**src/rtl/irq_ctrl_if.sv**
```systemverilog
// Register bus bundle shared by the m68k peripherals (16-bit data, byte strobes, registered ack).
interface irq_ctrl_if;
  logic [15:0] data_write;
  logic [15:0] data_read;
  logic [7:0]  addr;
  logic        uds;
  logic        lds;
  logic        rw;
  logic        ack;

  modport master (output data_write, addr, uds, lds, rw, input data_read, ack);
  modport slave  (input data_write, addr, uds, lds, rw, output data_read, ack);
endinterface

```
**src/rtl/irq_ctrl.sv**
```systemverilog
// m68k interrupt priority controller: edge capture, masking, IPL encode, IACK service.
// Optional IRQ_VECTORED_EN: vectored acknowledge with a programmable VECBASE register.
//
// state   | meaning
// IDLE    | waiting for an interrupt-acknowledge cycle
// RESPOND | one cycle: pulse iack_ack, clear the acknowledged pending bit
// WAIT    | hold until the CPU drops iack
module irq_ctrl #(
  parameter int NSRC = 7
) (
  input  logic            clk,
  input  logic            reset,
  irq_ctrl_if.slave       bus,
  input  logic [NSRC-1:0] irq_in,
  output logic [2:0]      ipl_n,
  input  logic            iack,
  input  logic [2:0]      iack_level,
  output logic            iack_ack,
  output logic [7:0]      iack_vector
);

  typedef enum logic [2:0] {
    S_IDLE    = 3'd0,
    S_RESPOND = 3'd1,
    S_WAIT    = 3'd2
  } state_t;

  state_t          state, state_nx;
  logic [2:0]      lvl_q;
  logic [NSRC-1:0] irq_r;
  logic [NSRC-1:0] pending, pending_nx;
  logic [NSRC-1:0] enable;
  logic [NSRC-1:0] evt, active;
  logic [NSRC-1:0] w1c_clr, iack_clr, iack_sel;
  logic            iack_hit;
  logic [2:0]      level;
  logic [6:0]      pend7, en7;
  logic [6:0]      word;
  logic            strobe, wr_lo;
  logic [15:0]     rdata;
  logic            unused_bits;
`ifdef IRQ_VECTORED_EN
  logic [7:0]      vec_base;
`endif

  assign strobe = bus.uds | bus.lds;
  assign wr_lo  = bus.lds & ~bus.rw;
  assign word   = bus.addr[7:1];
  assign evt    = irq_in & ~irq_r;
  assign active = pending & enable;
  assign pend7  = 7'(pending);
  assign en7    = 7'(enable);
  assign unused_bits = &{1'b0, bus.data_write, bus.addr[0]};

  always_comb begin
    level = 3'd0;
    for (int i = 0; i < NSRC; i++) begin
      if (active[i]) level = 3'(i + 1);
    end
  end

  always_comb begin
    iack_sel = '0;
    for (int i = 0; i < NSRC; i++) begin
      iack_sel[i] = (lvl_q == 3'(i + 1));
    end
  end

  assign iack_hit = |(pending & iack_sel);

  always_comb begin
    w1c_clr = '0;
    if (wr_lo && word == 7'd0) w1c_clr = bus.data_write[NSRC-1:0];
  end

  always_comb begin
    state_nx    = state;
    iack_ack    = 1'b0;
    iack_clr    = '0;
    iack_vector = 8'h00;
    case (state)
      S_IDLE:    if (iack) state_nx = S_RESPOND;
      S_RESPOND: begin
        iack_ack = 1'b1;
        iack_clr = iack_sel;
`ifdef IRQ_VECTORED_EN
        iack_vector = iack_hit ? (vec_base + {5'd0, lvl_q}) : 8'h18;
`endif
        state_nx = S_WAIT;
      end
      S_WAIT:    if (!iack) state_nx = S_IDLE;
      default:   state_nx = S_IDLE;
    endcase
  end

  // A fresh edge is ORed in after both clears so a coincident event is never lost.
  assign pending_nx = (pending & ~w1c_clr & ~iack_clr) | evt;

  always_comb begin
    rdata = 16'h0000;
    case (word)
      7'd0: rdata = {8'd0, pend7};
      7'd1: rdata = {8'd0, en7};
      7'd2: rdata = {5'd0, state, 5'd0, level};
`ifdef IRQ_VECTORED_EN
      7'd3: rdata = {8'd0, vec_base};
`endif
      default: rdata = 16'h0000;
    endcase
  end

  always_ff @(posedge clk) begin
    if (reset) begin
      irq_r         <= '0;
      pending       <= '0;
      enable        <= '0;
      ipl_n         <= 3'b111;
      bus.ack       <= 1'b0;
      bus.data_read <= 16'h0000;
      state         <= S_IDLE;
      lvl_q         <= 3'd0;
`ifdef IRQ_VECTORED_EN
      vec_base      <= 8'h40;
`endif
    end else begin
      irq_r   <= irq_in;
      pending <= pending_nx;
      ipl_n   <= ~level;
      state   <= state_nx;
      bus.ack <= strobe;
      if (strobe) bus.data_read <= bus.rw ? rdata : 16'h0000;
      if (state == S_IDLE && iack) lvl_q <= iack_level;
      if (wr_lo && word == 7'd1) enable <= bus.data_write[NSRC-1:0];
`ifdef IRQ_VECTORED_EN
      if (wr_lo && word == 7'd3) vec_base <= bus.data_write[7:0];
`endif
    end
  end

endmodule

```
**src/flat_wrapper.sv**
```systemverilog
// flat-port wrapper written by rule: the top's interface ports become plain ports
module irq_ctrl_flat 
#(
  parameter int NSRC = 7
)
  (clk, reset, irq_in, ipl_n, iack, iack_level, iack_ack, iack_vector, bus_data_write, bus_addr, bus_uds, bus_lds, bus_rw, bus_data_read, bus_ack);
  irq_ctrl_if bus_i ();
  input  logic clk;
  input  logic reset;
  input  logic [NSRC-1:0] irq_in;
  output logic [2:0] ipl_n;
  input  logic iack;
  input  logic [2:0] iack_level;
  output logic iack_ack;
  output logic [7:0] iack_vector;
  input wire logic [$bits(bus_i.data_write)-1:0] bus_data_write;
  input wire logic [$bits(bus_i.addr)-1:0] bus_addr;
  input wire logic [$bits(bus_i.uds)-1:0] bus_uds;
  input wire logic [$bits(bus_i.lds)-1:0] bus_lds;
  input wire logic [$bits(bus_i.rw)-1:0] bus_rw;
  output wire logic [$bits(bus_i.data_read)-1:0] bus_data_read;
  output wire logic [$bits(bus_i.ack)-1:0] bus_ack;
  assign bus_i.data_write = bus_data_write;
  assign bus_i.addr = bus_addr;
  assign bus_i.uds = bus_uds;
  assign bus_i.lds = bus_lds;
  assign bus_i.rw = bus_rw;
  assign bus_data_read = bus_i.data_read;
  assign bus_ack = bus_i.ack;
  irq_ctrl #(.NSRC(NSRC)) u_core (.clk(clk), .reset(reset), .bus(bus_i), .irq_in(irq_in), .ipl_n(ipl_n), .iack(iack), .iack_level(iack_level), .iack_ack(iack_ack), .iack_vector(iack_vector));
endmodule
```
**config.mk**
```make
export PLATFORM = sky130hd
export DESIGN_NAME = irq_ctrl_flat
export DESIGN_NICKNAME = d
export VERILOG_FILES = /design/src/rtl/irq_ctrl_if.sv /design/src/rtl/irq_ctrl.sv /design/src/flat_wrapper.sv
export SDC_FILE = /design/constraint.sdc
export NUM_CORES = 1
export LEC_CHECK = 0
export ABC_AREA = 0
export BUFFER_PORTS_ARGS = -buffer_cell sky130_fd_sc_hd__buf_2
export CAP_MARGIN = 20
export CELL_PAD_IN_SITES_DETAIL_PLACEMENT = 1
export CELL_PAD_IN_SITES_GLOBAL_PLACEMENT = 1
export CORE_MARGIN = 3
export CORE_UTILIZATION = 33
export CTS_BUF_LIST = sky130_fd_sc_hd__clkbuf_4 sky130_fd_sc_hd__clkbuf_8
export CTS_CLUSTER_DIAMETER = 80
export DETAILED_ROUTE_END_ITERATION = 8
export GPL_ROUTABILITY_DRIVEN = 1
export GPL_TIMING_DRIVEN = 0
export PLACE_DENSITY = 0.84
export SYNTH_ARGS = -nofsm -noshare
export SYNTH_HDL_FRONTEND = slang
export SYNTH_SLANG_ARGS = --single-unit
```
**constraint.sdc**
```tcl
create_clock -name clk -period 1.9 [get_ports clk]
set_clock_uncertainty 0.2 [all_clocks]
set_input_delay 0.19 -clock clk [delete_from_list [all_inputs] [get_ports clk]]
set_output_delay 0.19 -clock clk [all_outputs]
set_load 0.03 [all_outputs]
```
* After elaboration in Yosys (flattened, before gate mapping) *
Cells that the tools add are included.

word-level totals
  flip-flop bits (word level) = 47
  bits of input ports = 40
  output and inout bits = 29
  word-level logic and storage cells = 54

cells by class
  equality and inequality tests = 13
  muxes and demuxes = 15
  bitwise logic cells = 12
  reductions and logical operators = 6

operator list
  kind                  count
  $pmux W11 S3          1
  $and A7 B7 Y7         4
  $mux W3               8
  $not A7 Y7            3
  $mux W7               2
  $eq A3 B3 Y1 const B  4
  $mux W11              1
  $eq A3 B2 Y1 const B  3
  $pmux W3 S3           1
  $eq A7 B1 Y1 const B  1
  $eq A7 B2 Y1 const B  1
  $logic_not A7 Y1      1
  $or A7 B7 Y7          1
  $eq A3 B1 Y1 const B  2
  $ne A2 B2 Y1 const B  2
  $logic_and A1 B1 Y1   3
  $logic_not A3 Y1      1
  $not A3 Y3            1
  $mux W1               2
  $reduce_and A2 Y1     1
  $and A1 B1 Y1         1
  $not A1 Y1            1
  $or A1 B1 Y1          1

* Depth between registers and ports, before layout *
  word-level depth = 10
  mapped depth = 5
  gate-level depth less buffers = 5

* Worst setup path before layout *
OpenSTA, ideal clock, no wires.

  path type = input-to-reg
  start = in bus_addr[4]
  end = reg u_core.enable[4] (netlist: u_core.en7[4])
  setup time = 0.114 ns
  arrival time = 1.587 ns
  data required time = 1.586 ns
  slack = -0.002 ns
  stages on the path = 5
  path buffers = 1
  path through = or4_4 -> or4_4 -> buf_6 -> mux2i_1 -> nor2_1

between the ends
  word-level cells in the longest chain between the ends = 2

ends and longest elaborated chain
  element                 RTL line            source
  start: declaration      flat_wrapper.sv:17  input wire logic [$bits(bus_i.addr)-1:0] bus_addr;
  $eq A7 B1 Y1            irq_ctrl.sv:133     if (wr_lo && word == 7'd1) enable <= bus.data_write[NSRC-1:0];
  $logic_and A1 B1 Y1     irq_ctrl.sv:133
  end signal: assignment  irq_ctrl.sv:133
  end: declaration        irq_ctrl.sv:32      logic [NSRC-1:0] enable;

Every way passes these cells.
A chain may end at the register's enable or synchronous reset.

* Final worst setup path *
  start = in bus_addr[4]
  end = reg u_core.enable[0] (netlist: u_core.en7[0])

The elaborated chain is that of the path after synthesis.

==> reports/metrics.csv <==
stage;metric;value;unit
power;p_total;0.00175;W
hold_path;hold_path.class;in -> reg;
drt;firstDrtPassIters;4;
timing;post-route-min-period;1790;ps
timing;slew_violations;0;
hold_path;min_from;bus_uds;
drt;routed_wl;4420;µm
timing;post-route-period-util;94.0;%
worst_setup_path;crit_slowest_cell;or4_4;
floorplan;core_area;0.00514;mm²
worst_setup_path;crit_path_frequent_cell;or4_4;
synthesis;synth_xor_area_share;0;%
synthesis;synthSimpleGateAreaFrac;22.5;%
synthesis;synth_compound_area_share;13.9;%
cts;cts_setup_buffers;0;
synthesis;synthArstFlopShare;0;%
synthesis;synth_fa_ha_area_share;0;%
cts;htree_levels;2;
layout;nets;309;
cts;max-clock-path-buffers;2;
grt;grt_usage;15.6;%
floorplan;die_w;79.2;µm
layout;drive_gt1_share;28.5;%
grt;grt_first_pass_wirelength;7560;µm
power;internal_power;0.00132;W
timing;worst_pin_slew;638;ps
worst_setup_path;start_kind;input port;
timing;max_slew_margin;57.4;%
floorplan;initial_core_util;34.4;%
worst_setup_path;worst_path_dominant_cell_family;simple AND/OR/NAND/NOR gates;
power;p_switching;0.000435;W
timing;fmax;0.560;GHz
worst_setup_path;critPathKind;in -> reg;
floorplan;num_rows;26;
cts;cts_tree;done;
layout;fin_cells;340;
synthesis;synth_area;0.00177;mm²
drt;wl_per_cell;13.0;µm
layout;syn_to_final_growth;36.7;%
power;power.leakage;1.14;nW
synthesis;synth_enable_flop_cells;0;
worst_setup_path;critPathMaxStageDelay;560;ps
power;pwr-share-seq;50.1;%
grt;grt-ovfl-total;0;
placement;dpl_worst_slack;-258;ps
drt;drc;0;
worst_setup_path;crit_buf_inv;2;
cts;clock-sinks;39;
power;clkPwrFrac;35.8;%
floorplan;die_h;79.2;µm
drt;vias;1577;
outcome;status;finished, final reports clean;
cts;clk_latency;290;ps
timing;finalSetupViolations;0;
timing;hold_viol;0;
worst_setup_path;crit_start;bus_addr[4];
floorplan;die_area;0.00627;mm²
cts;clk_pin_slew;80;ps
synthesis;ys_types;36;
cts;cts_resized;0;
grt;grt_pass1_vias;1642;
synthesis;syn_inst;186;
placement;hpwl;3410;µm
synthesis;ys_warn_count;0;
synthesis;synth_top_family_by_area;simple AND/OR/NAND/NOR gates;
worst_setup_path;required;1890;ps
grt;antenna_found_initial;0;
power;p_sw_share;24.9;%
grt;grt_max_degree;12;
worst_setup_path;crit_arrival;1780;ps
synthesis;synth_mux_area_share;9.06;%
synthesis;synth_top_area_share;44.2;%
floorplan;io_pins;69;
layout;n_antenna_cell;0;
placement;place_congestion;0.780;
cts;clockRootBuffer;clkbuf_8;
power;ir_drop;0.343;mV
worst_setup_path;critPathMaxFanout;7;
worst_setup_path;end_kind;register;
timing;setup_slack;114;ps
synthesis;ys_ff_latch;39;
timing;rsz0062_at_grt;false;
worst_setup_path;r2r-start;u_core.state[1];
worst_setup_path;crit_chain;buf_2 > or4_4 > or4_4 > buf_6 > mux2i_1 > nor2_1;
placement;numPortBuffers;43;
synthesis;yosys-top-cells-area;dfxtp_1, mux2i_1, buf_4;
run;cap_violations;0;
cts;numCtsBuffers;5;
drt;vias_per_cell;4.64;
synthesis;synth_flop_cell;dfxtp_1;
synthesis;synth_area_per_cell;9.51;µm²
drt;drt-initial-drc-count;49;
synthesis;ys_seq_area_share;44.2;%
power;p_comb_share;14.1;%
synthesis;yosysTopAreaCell;dfxtp_1;
placement;dpl.cell_count;313;
drt;postRouteAntennaNets;0;
power;power_density;725;mW/mm²
-- synth_stat cells, types with 2 or more instances --
master      n
a22oi_1     2
nor2b_1    15
buf_4      15
a32oi_1     3
a31o_2      2
dfxtp_1    39
nand2_1    19
nand4b_1    2
nor2_1     20
o21ai_0     4
inv_1       4
a2bb2oi_1   5
a21oi_1     4
a22o_1      3
nor3_1      2
mux2i_1    16
a41o_1      5
nand3_1     2
or4_4       2
buf_6       4
nand3b_1    3
-- area by class of cell --
class                           count  area [µm²]
Fill cell                         636        2720
Multi-Input combinational cell    136         860
Sequential cell                    39         781
Timing Repair Buffer               62         405
Buffer                             20         161
Clock buffer                        8         104
Tap cell                           70        87.6
Inverter                            5        18.8
-- logic make-up (layout without fill, tap and decap cells) --
| kind of cell | after synthesis | in the layout |
|---|---|---|
| buffers and inverters | 25 | 95 |
| muxes | 16 | 16 |
| and+or+nand+nor | 74 | 74 |
| DFF | 39 | 39 |
| AOI/OAI and AO/OA | 31 | 31 |
| other | 1 | 15 |
-- layer usage --
metal	global-route usage, %	up-vias	share of wire (%)
met5	0	-	0
met4	4.64	0	1.0
met3	4.08	4	5.0
met2	28.3	41	51
met1	17.7	740	43
li1	-	792	-
-- tightest hold or removal path, stage by stage --
cell and delay [ps]:
buf_2 100, nor3_1 60, nand2_1 60, o21ai_0 60
-- layout by cell type (no fill, tap or decap), drive strengths merged --
master	n
buf	62
a22o	3
clkinv	1
or3	2
nor4	1
dfxtp	39
nand4b	2
nand4	1
nand3	2
dlygate4sd3	19
nand3b	3
or2b	1
o311a	1
conb	15
or2	1
a22oi	2
nor3	2
o21ai	4
a32o	1
inv	4
nor2	20
or4	2
clkbuf	9
o22ai	1
nor3b	1
nor2b	15
a2bb2oi	5
and2	1
a21oi	4
nand2	19
a32oi	3
mux2i	16
a31o	2
a41o	5
nand2b	1
-- power groups by stage --
stage / combinational [W] / clock [W] / sequential (W)
after global placement: 0.000213 / 0 / 0.000894
after CTS: 0.000247 / 0.000649 / 0.000877
after global routing: 0.000273 / 0.000680 / 0.000882
final: 0.000247 / 0.000627 / 0.000877
after floorplan: 0.000155 / 0 / 0.000890
after detailed placement: 0.000217 / 0 / 0.000896
-- registers in the layout, summed over array words and instances, names as in the netlist --
| register | flops |
|---|---|
| u_core.en7 | 7 |
| u_core.irq_r | 7 |
| u_core.pend7 | 7 |
| u_core.ipl_n | 3 |
| u_core.bus.ack | 1 |
| u_core.state | 2 |
| u_core.lvl_q | 3 |
| u_core.bus.data_read | 9 |
-- through the flow --
stage	hold WS [ps]	utilization [%]	instance area (µm²)	setup TNS, ps
4_1_cts	20.7	47.0	2420	0
2_1_floorplan	69.1	-	1820	-11.2
3_3_place_gp	218	41.3	2120	-2310
5_1_grt	46.6	47.0	2420	0
6_report	26.8	47.0	2420	0
3_5_place_dp	219	41.3	2120	-2950
-- worst paths after layout --
path	to	slack (ps)	depth (start not counted)
max reg2reg	u_core.pend7[3]	390	5
min	u_core.bus.data_read[1]	30	4
min reg2reg	u_core.bus.data_read[1]	260	2
max	u_core.en7[0]	110	6
-- timing repair --
item	in CTS	in global routing
hold buffers	19	0
endpoints found under the setup margin	0	3
hold endpoints to repair	18	0
Power figures use the tool's default switching activity.
